<file path="src/rtl/mem_cmd_sequencer.sv">
// mem_cmd_sequencer: command front-end for the Mem TCAM routing memory.
// Queues spike packet IDs, arbitrates them against configuration commands
// and drives Mem's pins. Every operation cycle is followed by one MODE_I cycle.
module mem_cmd_sequencer #(
   parameter int ID_Width    = 4,
   parameter int AddressSize = 4,
   parameter int Bits        = 8,
   parameter int FIFO_Depth  = 8,
   parameter int Cfg_Burst   = 4
) (
   input  logic                          clk,
   input  logic                          rst,
   input  logic                          spike_valid,
   output logic                          spike_ready,
   input  logic [ID_Width-1:0]           spike_id,
   input  logic                          cfg_valid,
   output logic                          cfg_ready,
   input  logic [1:0]                    cfg_op,
   input  logic [Bits-1:0]               cfg_data,
   input  logic [Bits-1:0]               cfg_mskb,
   input  logic [AddressSize-1:0]        cfg_addr,
   input  logic                          cfg_dcs,
   input  logic                          cfg_vbe,
   input  logic                          cfg_vbi,
   output logic [2:0]                    MODE,
   output logic [ID_Width-1:0]           PacketID_In,
   output logic [Bits-1:0]               Data_In,
   output logic [Bits-1:0]               Mskb_In,
   output logic [AddressSize-1:0]        A_In,
   output logic                          Dcs_In,
   output logic                          Vbe_In,
   output logic                          Vbi_In,
   output logic [$clog2(FIFO_Depth):0]   fifo_count
);

   localparam int PW = $clog2(FIFO_Depth);
   localparam int CW = PW + 1;
   localparam int SW = $clog2(Cfg_Burst + 1);
   localparam logic [CW-1:0] DEPTH_C = CW'(FIFO_Depth);
   localparam logic [SW-1:0] BURST_C = SW'(Cfg_Burst);

   localparam logic [2:0] MODE_I   = 3'b000;
   localparam logic [2:0] MODE_W   = 3'b001;
   localparam logic [2:0] MODE_R   = 3'b010;
   localparam logic [2:0] MODE_F   = 3'b011;
   localparam logic [2:0] MODE_C   = 3'b100;
   localparam logic [2:0] MODE_RST = 3'b101;

   typedef enum logic [1:0] {ST_INIT, ST_IDLE, ST_ISSUE} state_t;

   state_t                 state_q, state_d;
   logic [2:0]             mode_q, mode_d;
   logic [ID_Width-1:0]    pid_q, pid_d;
   logic [Bits-1:0]        data_q, data_d;
   logic [Bits-1:0]        mskb_q, mskb_d;
   logic [AddressSize-1:0] addr_q, addr_d;
   logic                   dcs_q, dcs_d;
   logic                   vbe_q, vbe_d;
   logic                   vbi_q, vbi_d;
   logic [PW-1:0]          wr_ptr_q, wr_ptr_d;
   logic [PW-1:0]          rd_ptr_q, rd_ptr_d;
   logic [CW-1:0]          count_q, count_d;
   logic [SW-1:0]          starve_q, starve_d;

   logic [ID_Width-1:0]    fifo_mem [FIFO_Depth];
   logic [ID_Width-1:0]    fifo_head;
   logic                   fifo_nonempty;
   logic                   force_spike;
   logic                   cfg_ready_c;
   logic                   cfg_grant;
   logic                   spike_grant;
   logic                   push;

   assign fifo_head = fifo_mem[rd_ptr_q];

   // Arbitration: config wins unless spikes have been starved for a full burst.
   always_comb begin
      fifo_nonempty = (count_q != '0);
      force_spike   = (starve_q == BURST_C) && fifo_nonempty;
      cfg_ready_c   = (state_q == ST_IDLE) && !force_spike;
      cfg_grant     = cfg_valid && cfg_ready_c;
      spike_grant   = (state_q == ST_IDLE) && fifo_nonempty && !cfg_grant;
      push          = spike_valid && (count_q != DEPTH_C);
   end

   // FIFO pointers, occupancy and the spike starvation counter.
   always_comb begin
      wr_ptr_d = wr_ptr_q;
      rd_ptr_d = rd_ptr_q;
      starve_d = starve_q;
      if (push)        wr_ptr_d = wr_ptr_q + PW'(1);
      if (spike_grant) rd_ptr_d = rd_ptr_q + PW'(1);
      count_d = count_q + CW'(push) - CW'(spike_grant);
      if (!fifo_nonempty || spike_grant)
         starve_d = '0;
      else if (cfg_grant && (starve_q != BURST_C))
         starve_d = starve_q + SW'(1);
   end

   // Sequencer state and the next Mem pin pattern.
   always_comb begin
      state_d = state_q;
      mode_d  = mode_q;
      pid_d   = pid_q;
      data_d  = data_q;
      mskb_d  = mskb_q;
      addr_d  = addr_q;
      dcs_d   = dcs_q;
      vbe_d   = vbe_q;
      vbi_d   = vbi_q;
      case (state_q)
         ST_INIT: begin
            state_d = ST_IDLE;
            mode_d  = MODE_I;
         end
         ST_ISSUE: begin
            // Idle pattern; Dcs and PacketID keep their last values.
            state_d = ST_IDLE;
            mode_d  = MODE_I;
            data_d  = '0;
            mskb_d  = '0;
            addr_d  = '0;
            vbe_d   = 1'b0;
            vbi_d   = 1'b0;
         end
         ST_IDLE: begin
            if (cfg_grant) begin
               state_d = ST_ISSUE;
               case (cfg_op)
                  2'b00: begin
                     mode_d = MODE_W;
                     data_d = cfg_data;
                     mskb_d = cfg_mskb;
                     addr_d = cfg_addr;
                     dcs_d  = cfg_dcs;
                     vbe_d  = cfg_vbe;
                     vbi_d  = cfg_vbi;
                  end
                  2'b01: begin
                     mode_d = MODE_R;
                     data_d = '0;
                     mskb_d = '0;
                     addr_d = cfg_addr;
                     dcs_d  = cfg_dcs;
                     vbe_d  = cfg_vbe;
                     vbi_d  = 1'b0;
                  end
                  2'b10: begin
                     mode_d = MODE_C;
                     data_d = cfg_data;
                     mskb_d = cfg_mskb;
                     addr_d = '0;
                     dcs_d  = cfg_dcs;
                     vbe_d  = 1'b0;
                     vbi_d  = 1'b0;
                  end
                  default: begin
                     // Soft reset of Mem only; queued spikes are kept.
                     mode_d = MODE_RST;
                     pid_d  = '0;
                     data_d = '0;
                     mskb_d = '0;
                     addr_d = '0;
                     dcs_d  = 1'b0;
                     vbe_d  = 1'b0;
                     vbi_d  = 1'b0;
                  end
               endcase
            end else if (spike_grant) begin
               state_d = ST_ISSUE;
               mode_d  = MODE_F;
               pid_d   = fifo_head;
            end
         end
         default: state_d = ST_INIT;
      endcase
   end

   // All state and registered Mem outputs.
   always_ff @(posedge clk) begin
      if (rst) begin
         state_q  <= ST_INIT;
         mode_q   <= MODE_RST;
         pid_q    <= '0;
         data_q   <= '0;
         mskb_q   <= '0;
         addr_q   <= '0;
         dcs_q    <= 1'b0;
         vbe_q    <= 1'b0;
         vbi_q    <= 1'b0;
         wr_ptr_q <= '0;
         rd_ptr_q <= '0;
         count_q  <= '0;
         starve_q <= '0;
      end else begin
         state_q  <= state_d;
         mode_q   <= mode_d;
         pid_q    <= pid_d;
         data_q   <= data_d;
         mskb_q   <= mskb_d;
         addr_q   <= addr_d;
         dcs_q    <= dcs_d;
         vbe_q    <= vbe_d;
         vbi_q    <= vbi_d;
         wr_ptr_q <= wr_ptr_d;
         rd_ptr_q <= rd_ptr_d;
         count_q  <= count_d;
         starve_q <= starve_d;
      end
   end

   // Spike storage; contents are ignored after reset because the pointers clear.
   always_ff @(posedge clk) begin
      if (push) fifo_mem[wr_ptr_q] <= spike_id;
   end

   assign spike_ready = (count_q != DEPTH_C);
   assign cfg_ready   = cfg_ready_c;
   assign MODE        = mode_q;
   assign PacketID_In = pid_q;
   assign Data_In     = data_q;
   assign Mskb_In     = mskb_q;
   assign A_In        = addr_q;
   assign Dcs_In      = dcs_q;
   assign Vbe_In      = vbe_q;
   assign Vbi_In      = vbi_q;
   assign fifo_count  = count_q;

endmodule
</file>
<file path="config.mk">
export PLATFORM = sky130hd
export DESIGN_NAME = mem_cmd_sequencer
export DESIGN_NICKNAME = d
export VERILOG_FILES = /design/src/rtl/mem_cmd_sequencer.sv
export SDC_FILE = /design/constraint.sdc
export NUM_CORES = 1
export LEC_CHECK = 0
export ABC_AREA = 1
export CORE_AREA = 8 8 127 82
export CTS_BUF_LIST = sky130_fd_sc_hd__clkbuf_16
export CTS_CLUSTER_SIZE = 40
export DETAILED_ROUTE_END_ITERATION = 8
export DIE_AREA = 0 0 135 90
export PLACE_DENSITY = 0.81
export SYNTH_ARGS = -nofsm -noshare
export SYNTH_HDL_FRONTEND = slang
export SYNTH_SLANG_ARGS = --single-unit
</file>
<file path="constraint.sdc">
create_clock -name clk -period 2.6 [get_ports clk]
set_clock_uncertainty 0.1 [all_clocks]
set_input_delay 0.26 -clock clk [delete_from_list [all_inputs] [get_ports clk]]
set_output_delay 0.26 -clock clk [all_outputs]
set_load 0.1 [all_outputs]
</file>
**After elaboration in Yosys (flattened, before gate mapping)**

Memories as Yosys holds them, arrays and structs flattened. A register that Yosys moved wholly into a read port is not among the register bits.
Index checks and enable logic that the tools add are counted.

- Register bits after elaboration: 45
- RAM bits: 32
- Input bits: 33
- Output and inout port bits: 36
- Logic and storage cells: 85
- Memories: 1

- Add/sub/neg operators: 5
- Equal/unequal tests: 10
- Muxes and demuxes: 30
- Reductions and logical operators: 26

Memory list:

| name | words | bits a word | read ports | clocked after memory_dff | write ports | line | RTL |
|---|---|---|---|---|---|---|---|
| fifo_mem | 8 | 4 | 1 | 1 | 1 | 65 | `logic [ID_Width-1:0] fifo_mem [FIFO_Depth];` |

Operators by type and width:

| operator | count |
|---|---|
| two-way mux 8 bit | 4 |
| one-hot mux 8 bit (2 select lines) | 2 |
| two-way mux 4 bit | 5 |
| two-way mux 3 bit | 4 |
| adder 3 x 1 -> 3 bit (second input constant) | 3 |
| one-hot mux 3 bit (3 select lines) | 1 |
| one-hot mux 4 bit (2 select lines) | 1 |
| OR reduction 2 bit | 4 |
| logical AND 1 bit | 7 |
| two-way mux 1 bit | 7 |
| inequality test 3 bit (second input constant) | 2 |
| one-hot mux 3 bit (2 select lines) | 1 |
| AND reduction 2 bit | 3 |
| nonzero test 2 bit | 3 |
| adder 4 x 1 -> 4 bit | 1 |
| == test 2 x 1 -> 1 bit (second input constant) | 2 |
| == test 2 bit (second input constant) | 2 |
| logical NOT 2 bit | 2 |
| two-way mux 2 bit | 2 |
| inequality test 2 bit (second input constant) | 2 |
| inequality test 4 bit (second input constant) | 1 |
| one-hot mux 1 bit (2 select lines) | 2 |
| one-hot mux 2 bit (2 select lines) | 1 |
| nonzero test 4 bit | 1 |
| other kinds (6) | 8 |

**Logic depth before layout (Yosys ltp)**

Gate-level depths: netlist (run 1).

- Word-level depth: 10
- Mapped depth: 13
- Gate-level depth less buffers: 13

**Least setup slack after synthesis (run 1)**

No wires, ideal clock.

- Path kind: register -> register
- From: register count_q[3] (netlist: fifo_count[3])
- To: register count_q[2] (netlist: fifo_count[2])
- Setup time: 0.128 ns
- Arrival time: 3.513 ns
- Required time: 2.372 ns
- Slack: -1.141 ns
- Cell stages (with the launch flop): 11
- Buffers on the path: 0
- Clock period less this slack: 3.741 ns
- Cell sequence: dfxtp_1 ha_1 nand3_1 nand2_1 ha_1 inv_1 ha_1 inv_1 fa_1 xor2_1 nor2_1

- Elaborated cells on any way between the ends: 12
- Classes of those cells: add/sub: 2; eq/ne: 1; reduce/logical: 9

RTL lines:

| item | line | RTL |
|---|---|---|
| from (decl) | 62 | `logic [CW-1:0] count_q, count_d;` |
| from (signal assigned) | 207 | `count_q <= count_d;` |
| inequality test 4 bit | - |  |
| via spike_ready | 14 | `output logic spike_ready,` |
| logical AND 1 bit | 83 | `push = spike_valid && (count_q != DEPTH_C);` |
| adder 4 x 1 -> 4 bit | 93 | `count_d = count_q + CW'(push) - CW'(spike_grant);` |
| subtractor 4 x 1 -> 4 bit | 93 |  |

The timed path passes the listed nets, and every way through them passes these cells.
A chain may end at the register's enable or synchronous reset.

**Final worst setup path (run 1)**

- From: register starve_q[0]
- To: register count_q[2] (netlist: fifo_count[2])

- Word-level cells in the longest chain between the ends: 8

Ends and longest elaborated chain:

| item | line | RTL |
|---|---|---|
| from (decl) | 63 | `logic [SW-1:0] starve_q, starve_d;` |
| from (signal assigned) | 208 | `starve_q <= starve_d;` |
| == test 3 bit | 79 | `force_spike = (starve_q == BURST_C) && fifo_nonempty;` |
| logical AND 1 bit | 79 |  |
| logical NOT 1 bit | 80 | `cfg_ready_c = (state_q == ST_IDLE) && !force_spike;` |
| logical AND 1 bit | 80 |  |
| logical AND 1 bit | 81 | `cfg_grant = cfg_valid && cfg_ready_c;` |
| logical NOT 1 bit | 82 | `spike_grant = (state_q == ST_IDLE) && fifo_nonempty && !cfg_grant;` |
| logical AND 1 bit | 82 |  |
| via spike_grant | 71 | `logic spike_grant;` |
| subtractor 4 x 1 -> 4 bit | 93 |  |

The timed path passes the listed nets, and every way through them passes these cells.

==> metrics.txt, run 1 <==
Die Y 90 µm; Leakage 0.00215 µW; GRT Residual Overflow 0; total number of H-tree levels 3; CP startpoint kind flop; placed insts 626; WS Path Type reg -> reg; Cell Area, Synth 3720 µm²; final setup fails 0; Post-synth EDFFs 32; HPWL Detailed about 7000 µm; hold-fix buffers at CTS 0; initial core utilization 0.427; port buffer count 68; total power 5030 µW; drc violations 0; drt via density just under 5; initial antenna violation count 0; worst vdd ir 0.940 mV; Gate Count Post-Synth 448; max-slew violations 0; Max clock buf depth 2; Seq pwr share 0.318; layout cells sized above 1 0.158; RSZ-0062 raised after global routing false; Max Cap Viol 0; worst-path fanout max 4; Clk pin slew, worst setup/hold paths 0.06 ns; design internal power ~2800 µW; CTS Buf Count 9; synthesized flop and latch total 80; Post-DRT Antenna Nets 0; Yosys cell types 30; crit end category flop; area delta synth->final 28.7%; final worst path period need about 2.4 ns; die area 12200 µm²; ys flop type dfxtp_1; Arr. time, crit path 2.54 ns; Comb pwr share 0.423; Synth async-reset ratio 0; chip width 135 µm; Initial DRC Count about 210; setup TNS 0 ns; WL per Instance approximately 15 µm; Slew @ Worst Pin 0.499 ns; Post-CTS Setup Bufs 0; CTS Sinks 80; DR pass1 iterations 5; Layout Cells excl Fill 642; via count 3149; P_sw ~2200 µW; GPL Wtd Cong 0.805; Post-Syn Nets 497; min-delay worst type reg -> reg; Cell Rows 27; max_slew headroom 0.667; fin nets 570; largest net degree at the start of global routing 29; Routed WL slightly above 9000 µm; clock network fraction of design power 0.259; power density over the cells 1050 nW/µm²; fill count 755; ANT cells 0; Clock Latency Late Sink ~0.33 ns; total track usage 0.153; CTS tree done; Tcrit/Tclk final 0.931; highest clock rate just over 400 MHz; Syn. warnings 0; Fin. Hold Viols 0; run status completed; CTS root buf clkbuf_16; IO Count 69; via count of the first global-routing pass 3142; post-cts sizing count 0; core area a little under 9000 µm²; syn avg cell area 8.30 µm²; Sw Share 0.441; first-pass GRT wire length 15400 µm; Register-to-Register Setup Slack 0.18 ns; post-synthesis sequential area ratio 0.517; Critical Path RT approximately 2.7 ns
-- state kept, by name (all words and copies together), names as in the netlist, named ones only --
| signal | flops |
|---|---|
| fifo_mem | 32 |
| Data_In | 8 |
| Mskb_In | 8 |
| A_In | 4 |
| PacketID_In | 4 |
| fifo_count | 4 |
| MODE | 3 |
| rd_ptr_q | 3 |
| starve_q | 3 |
| wr_ptr_q | 3 |
| state_q | 2 |
| Dcs_In | 1 |
| Vbe_In | 1 |
| Vbi_In | 1 |
-- stage by stage --
step	util	setup WS, ns	area [µm²]	hold slack [ns]
floorplan	-	-0.0180	3750	0.226
global placement	0.513	0.198	4470	0.369
detailed placement	0.513	0.158	4470	0.376
CTS	0.549	0.178	4790	0.389
global route	0.549	0.0105	4790	0.422
finish	0.549	0.181	4790	0.386
-- metal layers --
metal | track usage | share of wire | vias up
met3 | 0.0389 | 0.063 | 14
li1 | - | - | 1565
met1 | 0.198 | 0.46 | 1451
met5 | 0 | 0 | -
met4 | 0.0524 | 0.015 | 0
met2 | 0.243 | 0.46 | 119
-- cell type report --
cell class                      instances  area [µm²]  area share
Clock inverter                          6        65.1      0.0136
Clock buffer                           10         250      0.0523
Timing Repair Buffer                   79         686       0.143
Inverter                               58         218      0.0455
Multi-Input combinational cell        293        1490       0.311
Sequential cell                        80        1930       0.404
Tap cell                              116         145      0.0303
-- critical path: stages, from the launching register on --
cell and delay [ns]:
dfxtp_1 0.36, inv_1 0.05, ha_1 0.18, nand2_1 0.09, clkinv_1 0.12, o211ai_4 0.19
inv_2 0.09, ha_1 0.30, inv_1 0.06, ha_1 0.15, inv_1 0.05, fa_1 0.37
xor2_1 0.15, nor2_1 0.05
-- kinds of logic after synthesis --
group / after synthesis / share of synthesized area
compound gates: 38 / 0.0569
xor+xnor: 3 / 0.00707
fa+ha+maj: 16 / 0.0559
buf+inv: 75 / 0.0875
flops: 80 / 0.517
mux: 1 / 0.00269
simple gates: 235 / 0.273
-- cell usage after synthesis, types with 2 or more instances --
master,number,area (µm²)
ha_1,15,188
a21oi_1,10,50.1
dfxtp_1,48,961
nor2_1,94,353
nand2_4,2,22.5
nand2_1,90,338
inv_1,52,195
nand3_2,2,20.0
o21ai_0,24,120
nand4_1,5,31.3
inv_2,5,18.8
buf_2,8,40.0
nand3_1,35,175
buf_6,4,45.0
xor2_1,3,26.3
nor3b_1,2,15.0
edfxtp_1,32,961
clkbuf_1,4,15.0
a31oi_1,2,12.5
-- power by group through the flow --
stage	Combinational, µW	Clock [µW]	Sequential, µW
6_report	2130	1300	1600
5_1_grt	2270	1360	1620
4_1_cts	2130	1310	1600
3_5_place_dp	2120	0	1620
3_3_place_gp	2080	0	1620
2_1_floorplan	792	0	2470
-- path summary, 6_finish.rpt --
check                    from             to  depth (start not counted)
hold reg to reg   wr_ptr_q[2]    wr_ptr_q[2]                          1
setup / recovery  starve_q[0]  fifo_count[2]                         13
hold / removal    wr_ptr_q[2]    wr_ptr_q[2]                          1
setup reg to reg  starve_q[0]  fifo_count[2]                         13
-- placed cells by master (no fill, tap or decap), types with 2 or more instances in the layout --
cell type / synthesis / final
inv_2: 5 / 5
edfxtp_1: 32 / 32
nand2_4: 2 / 2
xor2_1: 3 / 3
clkbuf_16: 0 / 10
nand4_1: 5 / 5
o21ai_0: 24 / 24
a21oi_1: 10 / 9
nor2_1: 94 / 94
clkdlybuf4s50_1: 0 / 32
nand2_1: 90 / 90
nand3_2: 2 / 2
inv_1: 52 / 52
a31oi_1: 2 / 2
nand3_1: 35 / 34
nand3_4: 1 / 2
ha_1: 15 / 15
dfxtp_4: 0 / 3
buf_4: 1 / 46
nor3b_1: 2 / 2
dfxtp_1: 48 / 44
clkinv_2: 0 / 2
Note: power is estimated with default switching activity, not from simulation.
==> inputs of run 2 (changes only) <==
- GPL_ROUTABILITY_DRIVEN: not set -> 0
==> results of run 2 <==
The final DEF is identical to that of run 1; final timing and power are the same.
==> RTL change 1, RTL diff (flow settings as in run 1) <==
Add an input register stage for `cfg_addr`, without a reset; this delays it by one clock. The other inputs are not delayed to match.
--- a/src/rtl/mem_cmd_sequencer.sv
+++ b/src/rtl/mem_cmd_sequencer.sv
@@ -50,2 +50,8 @@
 
+   logic [AddressSize-1:0] cfg_addr_q;
+
+   always_ff @(posedge clk) begin
+      cfg_addr_q <= cfg_addr;
+   end
+
    state_t                 state_q, state_d;
@@ -133,3 +139,3 @@
                      mskb_d = cfg_mskb;
-                     addr_d = cfg_addr;
+                     addr_d = cfg_addr_q;
                      dcs_d  = cfg_dcs;
@@ -142,3 +148,3 @@
                      mskb_d = '0;
-                     addr_d = cfg_addr;
+                     addr_d = cfg_addr_q;
                      dcs_d  = cfg_dcs;
Formal check against the unedited RTL: not equivalent (a bounded check fails within 4 cycles, from zero or initial values and one cycle with rst high).
==> RTL change 1 against run 1 <==
Sequential cell count grew 4; global-route usage grew 0.73 points; setup slack gained 0.013 ns; synthesized area grew 1.7%; design area shrank 0.13%; power shrank 2.1%; wire length grew 2.3%.
==> RTL change 1: results <==
[grt]
grt_pass1_wl_um = 15900
grt_usage_pct = 16.1
grt_pass1_vias = 3147
antenna_found_initial = 0
grt_max_degree = 29

[place]
detailed_place_hpwl_um = 6950
place.gp.congestion = 0.832
port_buffers = 68
dpl_worst_slack_ns = 0.135

[clock_tree]
cts_setup_buffers = 0
cts_buffer_depth = 2
path_clk_slew_ns = 0.06
cts-resized-gates = 0
cts-buffers-inserted = 9
clk_latency_ns = 0.34
ctsHtreeMaxLevel = 3
root_buffer = clkbuf_16

[logic_synthesis]
synth_area_leaders = dfxtp_1 28%, edfxtp_1 25%, nand2_1 9.5%
synth_edf_count = 32
ys_types = 28
synth_common_cells = 96 x nand2_1, 91 x nor2_1, 52 x dfxtp_1, 52 x inv_1, 36 x nand3_1
yosysWarnings = 0
syn_nets = 502
async_flop_share_pct = 0
yosysSeqAreaShare_pct = 52.9

[sta]
hold_viol_final = 0
maxSlewHeadroom_pct = 66.9
final.period_utilization_pct = 92.6

[setup_path]
crit_path_max_fanout = 4
crit_path_start = starve_q[0]
cp.arrival_ns = 2.53
ff2ff_path_depth = 13

[detailed_routing]
avgViaCountPerCell = 4.96
totalWireLength_um = 9570
drtIter0Drc = 266
drt_pass1_iterations = 4

[layout]
largest_reg_flops = 32
regMostFlops = fifo_mem
diodes = 0
finalNetCount = 573
final_layout_size_suffix_gt1_share_pct = 15.1
nFillCells = 769

[power]
peakVddDrop_uv = 748
leakagePower_nw = 2.15

[worst_hold_path]
min_from = cfg_addr[0]
worstHoldPathType = in2reg
min_path_cells = 1

[run_status]
status = finished, final reports clean
## RTL change 1: cell types whose count changed in the layout (fill, tap and decap cells not counted), sizes merged, moves of 2 or more
cell / delta
nand2: +6
a21oi: +4
dfxtp: +4
inv: +3
nor2: -3
buf: -2
## RTL change 1: per-layer routing
metal / share of wire (%) / global-route usage (%) / routed length, um
met1: 46 / 21.0 / 4390
met2: 46 / 24.5 / 4440
met3: 6.3 / 5.06 / 602
met4: 1.3 / 5.43 / 127
met5: 0 / 0 / 0
## RTL change 1: path summary, 6_finish.rpt
path	end
min reg2reg	wr_ptr_q[0]
max	fifo_count[2]
min	cfg_addr_q[0]
max reg2reg	fifo_count[2]
## RTL change 1: worst max-delay path, stage by stage, from the launching register on
cell and delay (ns):
dfxtp_1 0.36, inv_1 0.08, ha_1 0.19, nand2_1 0.09, inv_2 0.08, o211ai_4 0.17
inv_2 0.08, ha_1 0.29, inv_1 0.06, ha_1 0.15, inv_1 0.06, fa_1 0.38
xor2_1 0.16, nor2_1 0.06
## RTL change 1: cell families after synthesis
kind of cell | synth area share [%]
AO/OA/AOI/OAI | 5.82
XOR/XNOR | 0.463
adder cells (fa/ha/maj) | 5.16
buffers and inverters | 8.56
flip-flops | 52.9
AND/OR/NAND/NOR | 27.1
## RTL change 1: final cells by class
class,instances,area share (%)
clock buffer,9,4.71
clock inverter,7,0.733
inverter,58,4.55
multi-input combinational,295,30.8
sequential,84,42.1
tap,116,3.04
timing repair buffer,77,14.0
## RTL change 1: where the power goes
part	total [mW]	internal (mW)	switching (mW)
Combinational	2.12	0.519	1.60
Clock	1.13	0.634	0.499
Sequential	1.67	1.56	0.114
## RTL change 1: metrics by stage
step / hold slack, ns / util (%) / cell area (um^2) / cells
after detailed placement: 0.386 / 51.9 / 4520 / 630
after CTS: 0.260 / 54.8 / 4780 / 646
final: 0.265 / 54.8 / 4780 / 646
after floorplan: 0.188 / - / 3810 / 454
after global placement: 0.364 / 51.9 / 4520 / 630
after global routing: 0.252 / 54.8 / 4780 / 646
==> RTL change 2, RTL diff (settings of run 1) <==
Made on the original files. `FIFO_Depth`: 8 -> 4.
--- a/src/rtl/mem_cmd_sequencer.sv
+++ b/src/rtl/mem_cmd_sequencer.sv
@@ -7,3 +7,3 @@
    parameter int Bits        = 8,
-   parameter int FIFO_Depth  = 8,
+   parameter int FIFO_Depth  = 4,
    parameter int Cfg_Burst   = 4
Interface: changed (resized fifo_count); port bits go from 69 to 68. No check against the original RTL was run, so the function may have changed too.
==> RTL change 2 against run 1 <==
Sequential cell count shrank 20; synthesized area shrank 24%; wire length shrank 22%; utilization shrank 11 points; setup slack gained 0.010 ns; power shrank 18%; clock power shrank 7%; design area shrank 20%; largest cell class unchanged.
==> RTL change 2: results <==
[run_status]
status = finished, final reports clean

[place]
dpl_worst_slack_ns = 0.0735
detailed_place_hpwl_um = 5340
port_buffers = 67
place.gp.congestion = 0.772
dp.cells = 529
dpl_cell_area_um2 = 3520

[setup_path]
cp.arrival_ns = 2.55
crit_path_max_fanout = 3

[logic_synthesis]
syn_nets = 401
synthCells = 354
ys_types = 29
yosysSeqAreaShare_pct = 48.2
synth_common_cells = 99 x nor2_1, 56 x nand2_1, 44 x dfxtp_1
synth_edf_count = 16

[grt]
met3_usage_pct = 3.72
grt_usage_pct = 12.2
met1_usage_pct = 15.3
grt_max_degree = 31
grt_pass1_wl_um = 12100
grt_pass1_vias = 2421

[detailed_routing]
wl_per_cell_um = 13.5
via_count = 2450
totalWireLength_um = 7330
drtIter0Drc = 148
wl_met2_um = 3560
drt_pass1_iterations = 4
met3_length_um = 289
drt-met1-wl_um = 3410

[layout]
largest_reg_flops = 16
finalNetCount = 471
[RTL change 2: path summary, 6_finish.rpt]
kind / start / slack [ns] / depth (start not counted) / endpoint
setup / recovery: starve_q[0] / 0.19 / 14 / fifo_count[2]
hold / removal: starve_q[1] / 0.38 / 2 / starve_q[1]
setup reg to reg: starve_q[0] / 0.19 / 14 / fifo_count[2]
hold reg to reg: starve_q[1] / 0.38 / 2 / starve_q[1]
[RTL change 2: cell families after synthesis]
logic type      synth area share (%)
simple gates                    27.5
flops                           48.2
buf+inv                         8.37
compound gates                  9.21
fa+ha+maj                       6.46
xor+xnor                       0.310
[RTL change 2: final cells by class]
class,count,area (um^2)
clock buffer,9,225
fill,868,4890
inverter,37,139
sequential,60,1370
timing repair buffer,72,633
tap,116,145
clock inverter,7,81.3
multi-input combinational,244,1240
[RTL change 2: where the power goes]
part	internal (mW)	switching (mW)	leakage (nW)	total, mW
sequential	1.12	0.108	0.509	1.23
clock	0.758	0.450	0.153	1.21
combinational	0.395	1.31	1.06	1.71
